[config.mk]
export PLATFORM = sky130hd
export DESIGN_NAME = eda_frame_scan_ctrl_flat
export DESIGN_NICKNAME = d
export VERILOG_FILES = /design/src/rtl/eda_frame_scan_ctrl_if.sv /design/src/rtl/eda_frame_scan_ctrl.sv /design/src/flat_wrapper.sv
export SDC_FILE = /design/constraint.sdc
export NUM_CORES = 1
export LEC_CHECK = 0
export ABC_AREA = 1
export CAP_MARGIN = 30
export CORE_MARGIN = 1
export CORE_UTILIZATION = 43
export DETAILED_ROUTE_END_ITERATION = 7
export GPL_TIMING_DRIVEN = 0
export PLACE_DENSITY = 0.75
export SYNTH_ARGS = -nofsm -noshare
export SYNTH_HDL_FRONTEND = slang
export SYNTH_SLANG_ARGS = --single-unit
[constraint.sdc]
create_clock -name clk -period 1.35 [get_ports clk]
set_clock_uncertainty 0.1 [all_clocks]
set_input_delay 0.27 -clock clk [delete_from_list [all_inputs] [get_ports clk]]
set_output_delay 0.27 -clock clk [all_outputs]
set_load 0.03 [all_outputs]
[src/rtl/eda_frame_scan_ctrl_if.sv]
`default_nettype none
// ============================================================================
// Module   : eda_frame_scan_ctrl_if
// Purpose  : Bundles the frame-scan controller's host, RAM and comparator
//            signals into one interface.
//   master : controller side (drives pix_ready, RAM write/centre port,
//            window handshake outputs, busy, done)
//   slave  : environment side (drives start, pixel stream, win_ready)
// Revision : 1.0  initial release
// ============================================================================
interface eda_frame_scan_ctrl_if #(
  parameter int PIXEL_WIDTH = 8,
  parameter int ADDR_WIDTH  = 8
);
  logic                   start;
  logic                   pix_valid;
  logic [PIXEL_WIDTH-1:0] pix_data;
  logic                   pix_ready;
  logic                   ram_write_en;
  logic [ADDR_WIDTH-1:0]  ram_wr_addr;
  logic [PIXEL_WIDTH-1:0] ram_pixel_in;
  logic [ADDR_WIDTH-1:0]  ram_center_addr;
  logic                   win_valid;
  logic                   win_ready;
  logic                   win_last;
  logic                   busy;
  logic                   done;

  modport master (
    input  start, pix_valid, pix_data, win_ready,
    output pix_ready, ram_write_en, ram_wr_addr, ram_pixel_in,
           ram_center_addr, win_valid, win_last, busy, done
  );

  modport slave (
    output start, pix_valid, pix_data, win_ready,
    input  pix_ready, ram_write_en, ram_wr_addr, ram_pixel_in,
           ram_center_addr, win_valid, win_last, busy, done
  );
endinterface
`default_nettype wire

[src/rtl/eda_frame_scan_ctrl.sv]
`default_nettype none
// ============================================================================
// Module   : eda_frame_scan_ctrl
// Purpose  : Sequences one M x N frame through the pixel RAM: loads a
//            raster-order pixel stream, then sweeps the window centre over
//            every pixel, handing each window to the comparator.
// Ports    : clk   - single rising-edge clock
//            reset - synchronous active-high reset
//            bus   - eda_frame_scan_ctrl_if.master (start, pixel stream,
//                    RAM write/centre port, window handshake, busy, done)
// Revision : 1.0  initial release
// ============================================================================
module eda_frame_scan_ctrl #(
  parameter int M           = 16,
  parameter int N           = 16,
  parameter int PIXEL_WIDTH = 8,
  parameter int I_WIDTH     = $clog2(M),
  parameter int J_WIDTH     = $clog2(N),
  parameter int ADDR_WIDTH  = I_WIDTH + J_WIDTH
) (
  input  logic                  clk,
  input  logic                  reset,
  eda_frame_scan_ctrl_if.master bus
);

  typedef enum logic [2:0] {
    IDLE  = 3'd0,
    LOAD  = 3'd1,
    FLUSH = 3'd2,
    SCAN  = 3'd3,
    DONE  = 3'd4
  } state_t;

  // Wrap points compare against the real last index so non-power-of-two
  // frame sizes wrap correctly.
  localparam logic [I_WIDTH-1:0] C_I_LAST = I_WIDTH'(M - 1);
  localparam logic [J_WIDTH-1:0] C_J_LAST = J_WIDTH'(N - 1);

  state_t                 r_state;
  state_t                 w_state_next;
  logic [I_WIDTH-1:0]     r_li;
  logic [J_WIDTH-1:0]     r_lj;
  logic [I_WIDTH-1:0]     r_si;
  logic [J_WIDTH-1:0]     r_sj;
  logic                   r_write_en;
  logic [ADDR_WIDTH-1:0]  r_wr_addr;
  logic [PIXEL_WIDTH-1:0] r_pixel;

  logic w_pix_ready;
  logic w_win_valid;
  logic w_busy;
  logic w_done;
  logic w_pix_fire;
  logic w_win_fire;
  logic w_load_last;
  logic w_scan_last;

  assign w_load_last = (r_li == C_I_LAST) && (r_lj == C_J_LAST);
  assign w_scan_last = (r_si == C_I_LAST) && (r_sj == C_J_LAST);
  assign w_pix_fire  = w_pix_ready && bus.pix_valid;
  assign w_win_fire  = w_win_valid && bus.win_ready;

  // --------------------------------------------------------------------------
  // State register
  // --------------------------------------------------------------------------
  always_ff @(posedge clk) begin
    if (reset) begin
      r_state <= IDLE;
    end else begin
      r_state <= w_state_next;
    end
  end

  // --------------------------------------------------------------------------
  // Next-state and state-decoded outputs
  // --------------------------------------------------------------------------
  always_comb begin
    w_state_next = r_state;
    w_pix_ready  = 1'b0;
    w_win_valid  = 1'b0;
    w_busy       = 1'b1;
    w_done       = 1'b0;
    case (r_state)
      IDLE: begin
        w_busy = 1'b0;
        if (bus.start) begin
          w_state_next = LOAD;
        end
      end
      LOAD: begin
        w_pix_ready = 1'b1;
        if (bus.pix_valid && w_load_last) begin
          w_state_next = FLUSH;
        end
      end
      FLUSH: begin
        // Last registered write is on the RAM port during this cycle.
        w_state_next = SCAN;
      end
      SCAN: begin
        w_win_valid = 1'b1;
        if (bus.win_ready && w_scan_last) begin
          w_state_next = DONE;
        end
      end
      DONE: begin
        w_done       = 1'b1;
        w_state_next = IDLE;
      end
      default: begin
        w_busy       = 1'b0;
        w_state_next = IDLE;
      end
    endcase
  end

  // --------------------------------------------------------------------------
  // Load/scan counters and registered RAM write port
  // --------------------------------------------------------------------------
  always_ff @(posedge clk) begin
    if (reset) begin
      r_li       <= '0;
      r_lj       <= '0;
      r_si       <= '0;
      r_sj       <= '0;
      r_write_en <= 1'b0;
      r_wr_addr  <= '0;
      r_pixel    <= '0;
    end else begin
      r_write_en <= w_pix_fire;
      if (w_pix_fire) begin
        r_wr_addr <= {r_li, r_lj};
        r_pixel   <= bus.pix_data;
      end

      if ((r_state == IDLE) && bus.start) begin
        r_li <= '0;
        r_lj <= '0;
      end else if (w_pix_fire) begin
        if (w_load_last) begin
          r_li <= '0;
          r_lj <= '0;
        end else if (r_lj == C_J_LAST) begin
          r_lj <= '0;
          r_li <= r_li + 1'b1;
        end else begin
          r_lj <= r_lj + 1'b1;
        end
      end

      // The final handshake leaves the centre on the last pixel so it
      // still shows {M-1,N-1} through DONE.
      if (r_state == FLUSH) begin
        r_si <= '0;
        r_sj <= '0;
      end else if (w_win_fire && !w_scan_last) begin
        if (r_sj == C_J_LAST) begin
          r_sj <= '0;
          r_si <= r_si + 1'b1;
        end else begin
          r_sj <= r_sj + 1'b1;
        end
      end
    end
  end

  assign bus.pix_ready       = w_pix_ready;
  assign bus.ram_write_en    = r_write_en;
  assign bus.ram_wr_addr     = r_wr_addr;
  assign bus.ram_pixel_in    = r_pixel;
  assign bus.ram_center_addr = {r_si, r_sj};
  assign bus.win_valid       = w_win_valid;
  assign bus.win_last        = w_win_valid && w_scan_last;
  assign bus.busy            = w_busy;
  assign bus.done            = w_done;

endmodule
`default_nettype wire

[src/flat_wrapper.sv]
// flat-port wrapper written by rule: the top's interface ports become plain ports
module eda_frame_scan_ctrl_flat 
#(
  parameter int M           = 16,
  parameter int N           = 16,
  parameter int PIXEL_WIDTH = 8,
  parameter int I_WIDTH     = $clog2(M),
  parameter int J_WIDTH     = $clog2(N),
  parameter int ADDR_WIDTH  = I_WIDTH + J_WIDTH
)
  (clk, reset, bus_start, bus_pix_valid, bus_pix_data, bus_win_ready, bus_pix_ready, bus_ram_write_en, bus_ram_wr_addr, bus_ram_pixel_in, bus_ram_center_addr, bus_win_valid, bus_win_last, bus_busy, bus_done);
  eda_frame_scan_ctrl_if #(.PIXEL_WIDTH(PIXEL_WIDTH), .ADDR_WIDTH(ADDR_WIDTH)) bus_i ();
  input  logic clk;
  input  logic reset;
  input wire logic [$bits(bus_i.start)-1:0] bus_start;
  input wire logic [$bits(bus_i.pix_valid)-1:0] bus_pix_valid;
  input wire logic [$bits(bus_i.pix_data)-1:0] bus_pix_data;
  input wire logic [$bits(bus_i.win_ready)-1:0] bus_win_ready;
  output wire logic [$bits(bus_i.pix_ready)-1:0] bus_pix_ready;
  output wire logic [$bits(bus_i.ram_write_en)-1:0] bus_ram_write_en;
  output wire logic [$bits(bus_i.ram_wr_addr)-1:0] bus_ram_wr_addr;
  output wire logic [$bits(bus_i.ram_pixel_in)-1:0] bus_ram_pixel_in;
  output wire logic [$bits(bus_i.ram_center_addr)-1:0] bus_ram_center_addr;
  output wire logic [$bits(bus_i.win_valid)-1:0] bus_win_valid;
  output wire logic [$bits(bus_i.win_last)-1:0] bus_win_last;
  output wire logic [$bits(bus_i.busy)-1:0] bus_busy;
  output wire logic [$bits(bus_i.done)-1:0] bus_done;
  assign bus_i.start = bus_start;
  assign bus_i.pix_valid = bus_pix_valid;
  assign bus_i.pix_data = bus_pix_data;
  assign bus_i.win_ready = bus_win_ready;
  assign bus_pix_ready = bus_i.pix_ready;
  assign bus_ram_write_en = bus_i.ram_write_en;
  assign bus_ram_wr_addr = bus_i.ram_wr_addr;
  assign bus_ram_pixel_in = bus_i.ram_pixel_in;
  assign bus_ram_center_addr = bus_i.ram_center_addr;
  assign bus_win_valid = bus_i.win_valid;
  assign bus_win_last = bus_i.win_last;
  assign bus_busy = bus_i.busy;
  assign bus_done = bus_i.done;
  eda_frame_scan_ctrl #(.M(M), .N(N), .PIXEL_WIDTH(PIXEL_WIDTH), .I_WIDTH(I_WIDTH), .J_WIDTH(J_WIDTH), .ADDR_WIDTH(ADDR_WIDTH)) u_core (.clk(clk), .reset(reset), .bus(bus_i));
endmodule
==> results.cfg, run 1 <==
[run_status]
outcome = finished with violations
violations = setup timing

[floorplan]
coreArea_um2 = 3470
start_util_pct = 46.3
io_pins = 43
fp.dieW_um = 63.1
die_h_um = 63.1
rows = 21
die-area_um2 = 3980

[cts]
htree_levels = 2
clk_pin_slew_ns = 0.09
clk_path_buf_depth = 2
holdBufCountCts = 0
cts_inserted_buffers = 5
clk_latency_ns = 0.30
cts-root-buf = clkbuf_8
clock_sinks = 36
cts_tree = built

[synth]
synth_top_area_share_pct = 44.9
synth.yosys.seq_area_share_pct = 44.9
synth-main-ff-cell = dfxtp_1
synth-edff-count = 0
synth_cell_types = 22
syn_area_um2 = 1610
synth_top_area_cell = dfxtp_1
synth.area.top_cells = dfxtp_1 45%, nor2_1 9.3%, nand2_1 8.9%
synthArstFlopShare_pct = 0
avgSynthCellArea_um2 = 7.24
synth_nets = 239
synth_seq_cells = 36
synthTopCellsByCount = 40 x nor2_1, 38 x nand2_1, 36 x dfxtp_1, 27 x inv_1, 22 x o21ai_0
synthCells = 222
synth.most_common_cell = nor2_1
ys_warn_count = 0

[sta]
finalSetupTns_ns = -4.31
worstMarginPinSlew_ns = 0.288
timing.final.ws_setup_ns = -0.298
post-route-min-period_ns = 1.65
period_share_pct = 122
rsz0062_at_grt = yes
max-slew-margin-rel_pct = 80.7
fmax_ghz = 0.607
finalHoldViolCount = 0
setup_violations = 42
drv_slew = 0

[setup_path]
start_kind = register
criticalPathCategory = register to primary output
endpoint_kind = primary output
rr_worst_depth = 11
crit_fanout = 2
required_ns = 0.98
crit_arrival_ns = 1.28

[run]
maxCapViolations = 0

[min_path]
hold_path.class = primary input to register
whs_path_depth = 2

[power_and_ir_drop]
p_leak_nw = 1.25
ir_drop_uv = 938
powerDensity_nw_per_um2 = 1240

[placement]
detailed_place_hpwl_um = 2490
gp_congestion = 0.774
port_buffers = 42

[finish]
diodes = 0
nNetsFinal = 317
drive_above_1_share_pct = 53.5
post-route-util_pct = 85.8
area_growth_pct = 85.1

[drt]
avgViaCountPerCell = 5.19
firstDrtPassIters = 4
wirelength_um = 5310
routedWlPerCell_um = 15.3
drc = 0
vias = 1800
detail_route.iter0.violations = 65
ant_nets = 0

[grt]
grt_pass1_wl_um = 7120
antenna_found_initial = 0
overflow = 0
grt_max_degree = 12
first_global_vias = 1660
grt_usage_pct = 22.8
==> what timing repair did <==
item,in CTS,in global routing
endpoints found under the setup margin,60,47
resized for setup,190,76
pin swaps,13,22
cloned,3,1
buffers inserted,16,12
==> cell families after synthesis <==
group | share of synthesized area [%]
adders and majority gates | 3.12
xor gates and xnor gates | 2.18
buffers and inverters | 8.80
AOI/OAI and AO/OA | 12.9
DFF | 44.9
and+or+nand+nor | 28.1
==> placed cells by master, fill, tap and decap left out, types with 3 or more instances in the layout <==
| cell | instances |
|---|---|
| a21oi_1 | 10 |
| a21oi_2 | 6 |
| buf_2 | 5 |
| buf_4 | 22 |
| buf_6 | 12 |
| buf_8 | 5 |
| clkbuf_8 | 7 |
| clkdlybuf4s15_2 | 14 |
| clkdlybuf4s50_1 | 11 |
| dfxtp_1 | 23 |
| dfxtp_2 | 4 |
| dfxtp_4 | 9 |
| ha_4 | 3 |
| inv_1 | 21 |
| inv_4 | 5 |
| nand2_1 | 25 |
| nand2_2 | 7 |
| nand2_4 | 8 |
| nand3_1 | 6 |
| nand3_4 | 3 |
| nand4_1 | 3 |
| nor2_1 | 31 |
| nor2_2 | 5 |
| nor2_4 | 9 |
| o21ai_2 | 20 |
| xor2_1 | 4 |
==> layer usage <==
layer	vias to the layer above	routed length (um)	GRT usage [%]
li1	863	-	-
met1	850	2090	25.1
met2	67	2740	40.5
met3	20	284	6.34
met4	0	189	9.88
met5	-	0	0
==> state kept, by name, summed over array words and instances (netlist names) <==
name / count
u_core.bus.ram_pixel_in: 8
u_core.bus.ram_wr_addr: 8
u_core.bus.ram_write_en: 1
u_core.r_li: 4
u_core.r_lj: 4
u_core.r_si: 4
u_core.r_sj: 4
u_core.r_state: 3
==> critical path, stage by stage (launching register included) <==
cell and delay [ns]:
dfxtp_4 0.37, ha_4 0.15, nand2_4 0.05, nor2_4 0.12, nand2_4 0.07, nor2_4 0.08, buf_6 0.13
==> through the flow <==
stage	cell area, um^2	hold slack [ns]	cells	power (mW)	setup WS [ns]
global placement	2190	0.352	310	2.14	-0.551
finish	2970	0.225	347	3.68	-0.298
global route	2970	0.237	347	3.81	-0.334
detailed placement	2190	0.357	310	2.15	-0.548
floorplan	1710	0.239	222	1.84	-0.0572
CTS	2700	0.369	337	3.46	-0.250
==> power by group <==
group	switching, mW	internal (mW)	total [mW]
registers	0.0957	1.16	1.26
logic	0.751	0.583	1.33
clock network	0.429	0.652	1.08
total	1.28	2.40	3.68
==> worst paths after layout <==
kind | startpoint | endpoint | slack [ns]
worst max-delay path | u_core.r_si[0]$_SDFFE_PP0P_ | bus_win_last | -0.30
worst min-delay path | reset | u_core.bus.ram_write_en$_SDFF_PP0_ | 0.22
worst max register to register | u_core.r_si[0]$_SDFFE_PP0P_ | u_core.r_state[0]$_SDFFE_PP0P_ | -0.26
worst min register to register | u_core.bus.ram_pixel_in[2]$_SDFFE_PP0P_ | u_core.bus.ram_pixel_in[2]$_SDFFE_PP0P_ | 0.38
==> area by class of cell <==
class                      instances  area (um^2)
buffer                             5         72.6
clock buffer                       7         96.3
clock inverter                     1         30.0
fill                             177          494
inverter                          29          139
multi-input combinational        152         1120
sequential                        36          759
tap                               46         57.6
timing repair buffer              71          702
No activity file was read; power rests on OpenSTA's default activity.
==> run 2, diff against run 1 <==
--- a/config.mk
+++ b/config.mk
@@ -7,11 +7,12 @@
 export LEC_CHECK = 0
 export ABC_AREA = 1
 export CAP_MARGIN = 30
+export CORE_ASPECT_RATIO = 0.75
 export CORE_MARGIN = 1
 export CORE_UTILIZATION = 43
 export DETAILED_ROUTE_END_ITERATION = 7
 export GPL_TIMING_DRIVEN = 0
-export PLACE_DENSITY = 0.75
+export PLACE_DENSITY = 0.87
 export SYNTH_ARGS = -nofsm -noshare
 export SYNTH_HDL_FRONTEND = slang
 export SYNTH_SLANG_ARGS = --single-unit
==> results.cfg, run 2 (synthesis gave the netlist of run 1 again) <==
[run_status]
outcome = finished with violations
violations = setup timing

[floorplan]
io_pins = 43
start_util_pct = 46.9
fp.dieW_um = 72.6
die-area_um2 = 3990
die_h_um = 54.9
rows = 18
coreArea_um2 = 3420

[sta]
worstMarginPinSlew_ns = 0.366
max-slew-margin-rel_pct = 75.6
finalHoldViolCount = 0
drv_slew = 0
timing.final.ws_setup_ns = -0.314
rsz0062_at_grt = yes
period_share_pct = 123
setup_violations = 35
fmax_ghz = 0.601
post-route-min-period_ns = 1.66

[finish]
diodes = 0
area_growth_pct = 75.9
drive_above_1_share_pct = 53.7
post-route-util_pct = 82.6
nNetsFinal = 310
layout_common_cells = 31 x nor2_1, 24 x nand2_1, 23 x dfxtp_1
final_common_cell = nor2_1
layout.cells.non_filler = 344

[cts]
clk_pin_slew_ns = 0.08
cts-root-buf = clkbuf_8
holdBufCountCts = 0
htree_levels = 2
clk_latency_ns = 0.31
clk_path_buf_depth = 2
clock_sinks = 36
cts_inserted_buffers = 5
cts_tree = built

[placement]
detailed_place_hpwl_um = 2820
port_buffers = 42
place_inst = 314
dpl_worst_slack_ns = -0.578
gp_congestion = 0.799

[setup_path]
crit_arrival_ns = 1.29
cp_cell_sequence = ha_4, nand2_4, nor2_4, nand2_4, nor2_4, buf_6
cp_top_family = flip-flops
crit_fanout = 2
cpPeakStageDelay_ns = 0.36
worst-path-buf-inv = 1
criticalPathCategory = register to primary output
slowest_stage = dfxtp_4
start_kind = register
required_ns = 0.98
endpoint_kind = primary output

[drt]
wl_met2_um = 3050
routedWlPerCell_um = 18.2
firstDrtPassIters = 5
wirelength_um = 6270
detail_route.iter0.violations = 159
vias = 1914
avgViaCountPerCell = 5.56
highest_layer = met4
ant_nets = 0
drc = 0
met3_wirelength_um = 441
wl_met1_um = 2440

[min_path]
hold_path.class = primary input to register

[run]
maxCapViolations = 0

[grt]
grt_max_degree = 12
grt_usage_pct = 27.6
first_global_vias = 1727
grt_pass1_wl_um = 7910
antenna_found_initial = 0
overflow = 0

[power_and_ir_drop]
p_leak_nw = 1.18
powerDensity_nw_per_um2 = 1250
ir_drop_uv = 917
run 2: cell count changes in the layout (fill, tap and decap cells not counted), sizes merged:
| cell | delta |
|---|---|
| clkbuf | -3 |
| buf | -3 |
| inv | +2 |
| clkdlybuf4s15 | -2 |
| clkinv | -1 |
run 2: final timing paths:
check / slack (ns) / cells past startpoint / to / start
worst min register to register: 0.38 / 2 / u_core.bus.ram_wr_addr[1]$_SDFFE_PP0P_ / u_core.bus.ram_wr_addr[1]$_SDFFE_PP0P_
worst min-delay path: 0.26 / 2 / u_core.r_state[2]$_SDFFE_PP0P_ / reset
worst max-delay path: -0.31 / 6 / bus_win_last / u_core.r_si[0]$_SDFFE_PP0P_
worst max register to register: -0.25 / 10 / u_core.r_state[0]$_SDFFE_PP0P_ / u_core.r_si[0]$_SDFFE_PP0P_
run 2: where the power goes:
part | switching (mW) | total [mW] | internal (mW)
logic | 0.790 | 1.31 | 0.516
clock network | 0.415 | 0.963 | 0.548
registers | 0.107 | 1.27 | 1.16
run 2: layer usage:
| metal | vias to the layer above | GRT usage (%) |
|---|---|---|
| li1 | 855 | - |
| met1 | 903 | 30.2 |
| met2 | 119 | 48.9 |
| met3 | 37 | 8.51 |
| met4 | 0 | 16.0 |
| met5 | - | 0 |
run 2: timing repair:
action | CTS | global route
gates resized for setup | 182 | 78
cloned | 2 | 1
endpoints found under the setup margin | 60 | 48
setup buffers | 15 | 5
pin swaps | 14 | 14
run 2: cell type report:
class / count / area [um^2]
Clock inverter: 2 / 35.0
Buffer: 5 / 62.6
Clock buffer: 6 / 72.6
Tap cell: 50 / 62.6
Inverter: 29 / 129
Fill cell: 194 / 597
Sequential cell: 36 / 757
Timing Repair Buffer: 64 / 597
Multi-Input combinational cell: 152 / 1110
run 2: through the flow:
step           instance area, um^2  hold slack, ns  TNS (ns)  total power, mW
6_report                      2830           0.259     -4.50             3.54
5_1_grt                       2830           0.251     -6.30             3.64
4_1_cts                       2640           0.371     -2.41             3.31
3_5_place_dp                  2190           0.362    -13.14             2.17
3_3_place_gp                  2190           0.362    -12.46             2.14
2_1_floorplan                 1710           0.239    -0.727             1.84
==> run 3, diff against run 2 <==
--- a/config.mk
+++ b/config.mk
@@ -6,6 +6,7 @@
 export NUM_CORES = 1
 export LEC_CHECK = 0
 export ABC_AREA = 1
+export ABC_CLOCK_PERIOD_IN_PS = 1350
 export CAP_MARGIN = 30
 export CORE_ASPECT_RATIO = 0.75
 export CORE_MARGIN = 1
==> results of run 3 <==
Final layout, timing and power as in run 2 (identical DEF).
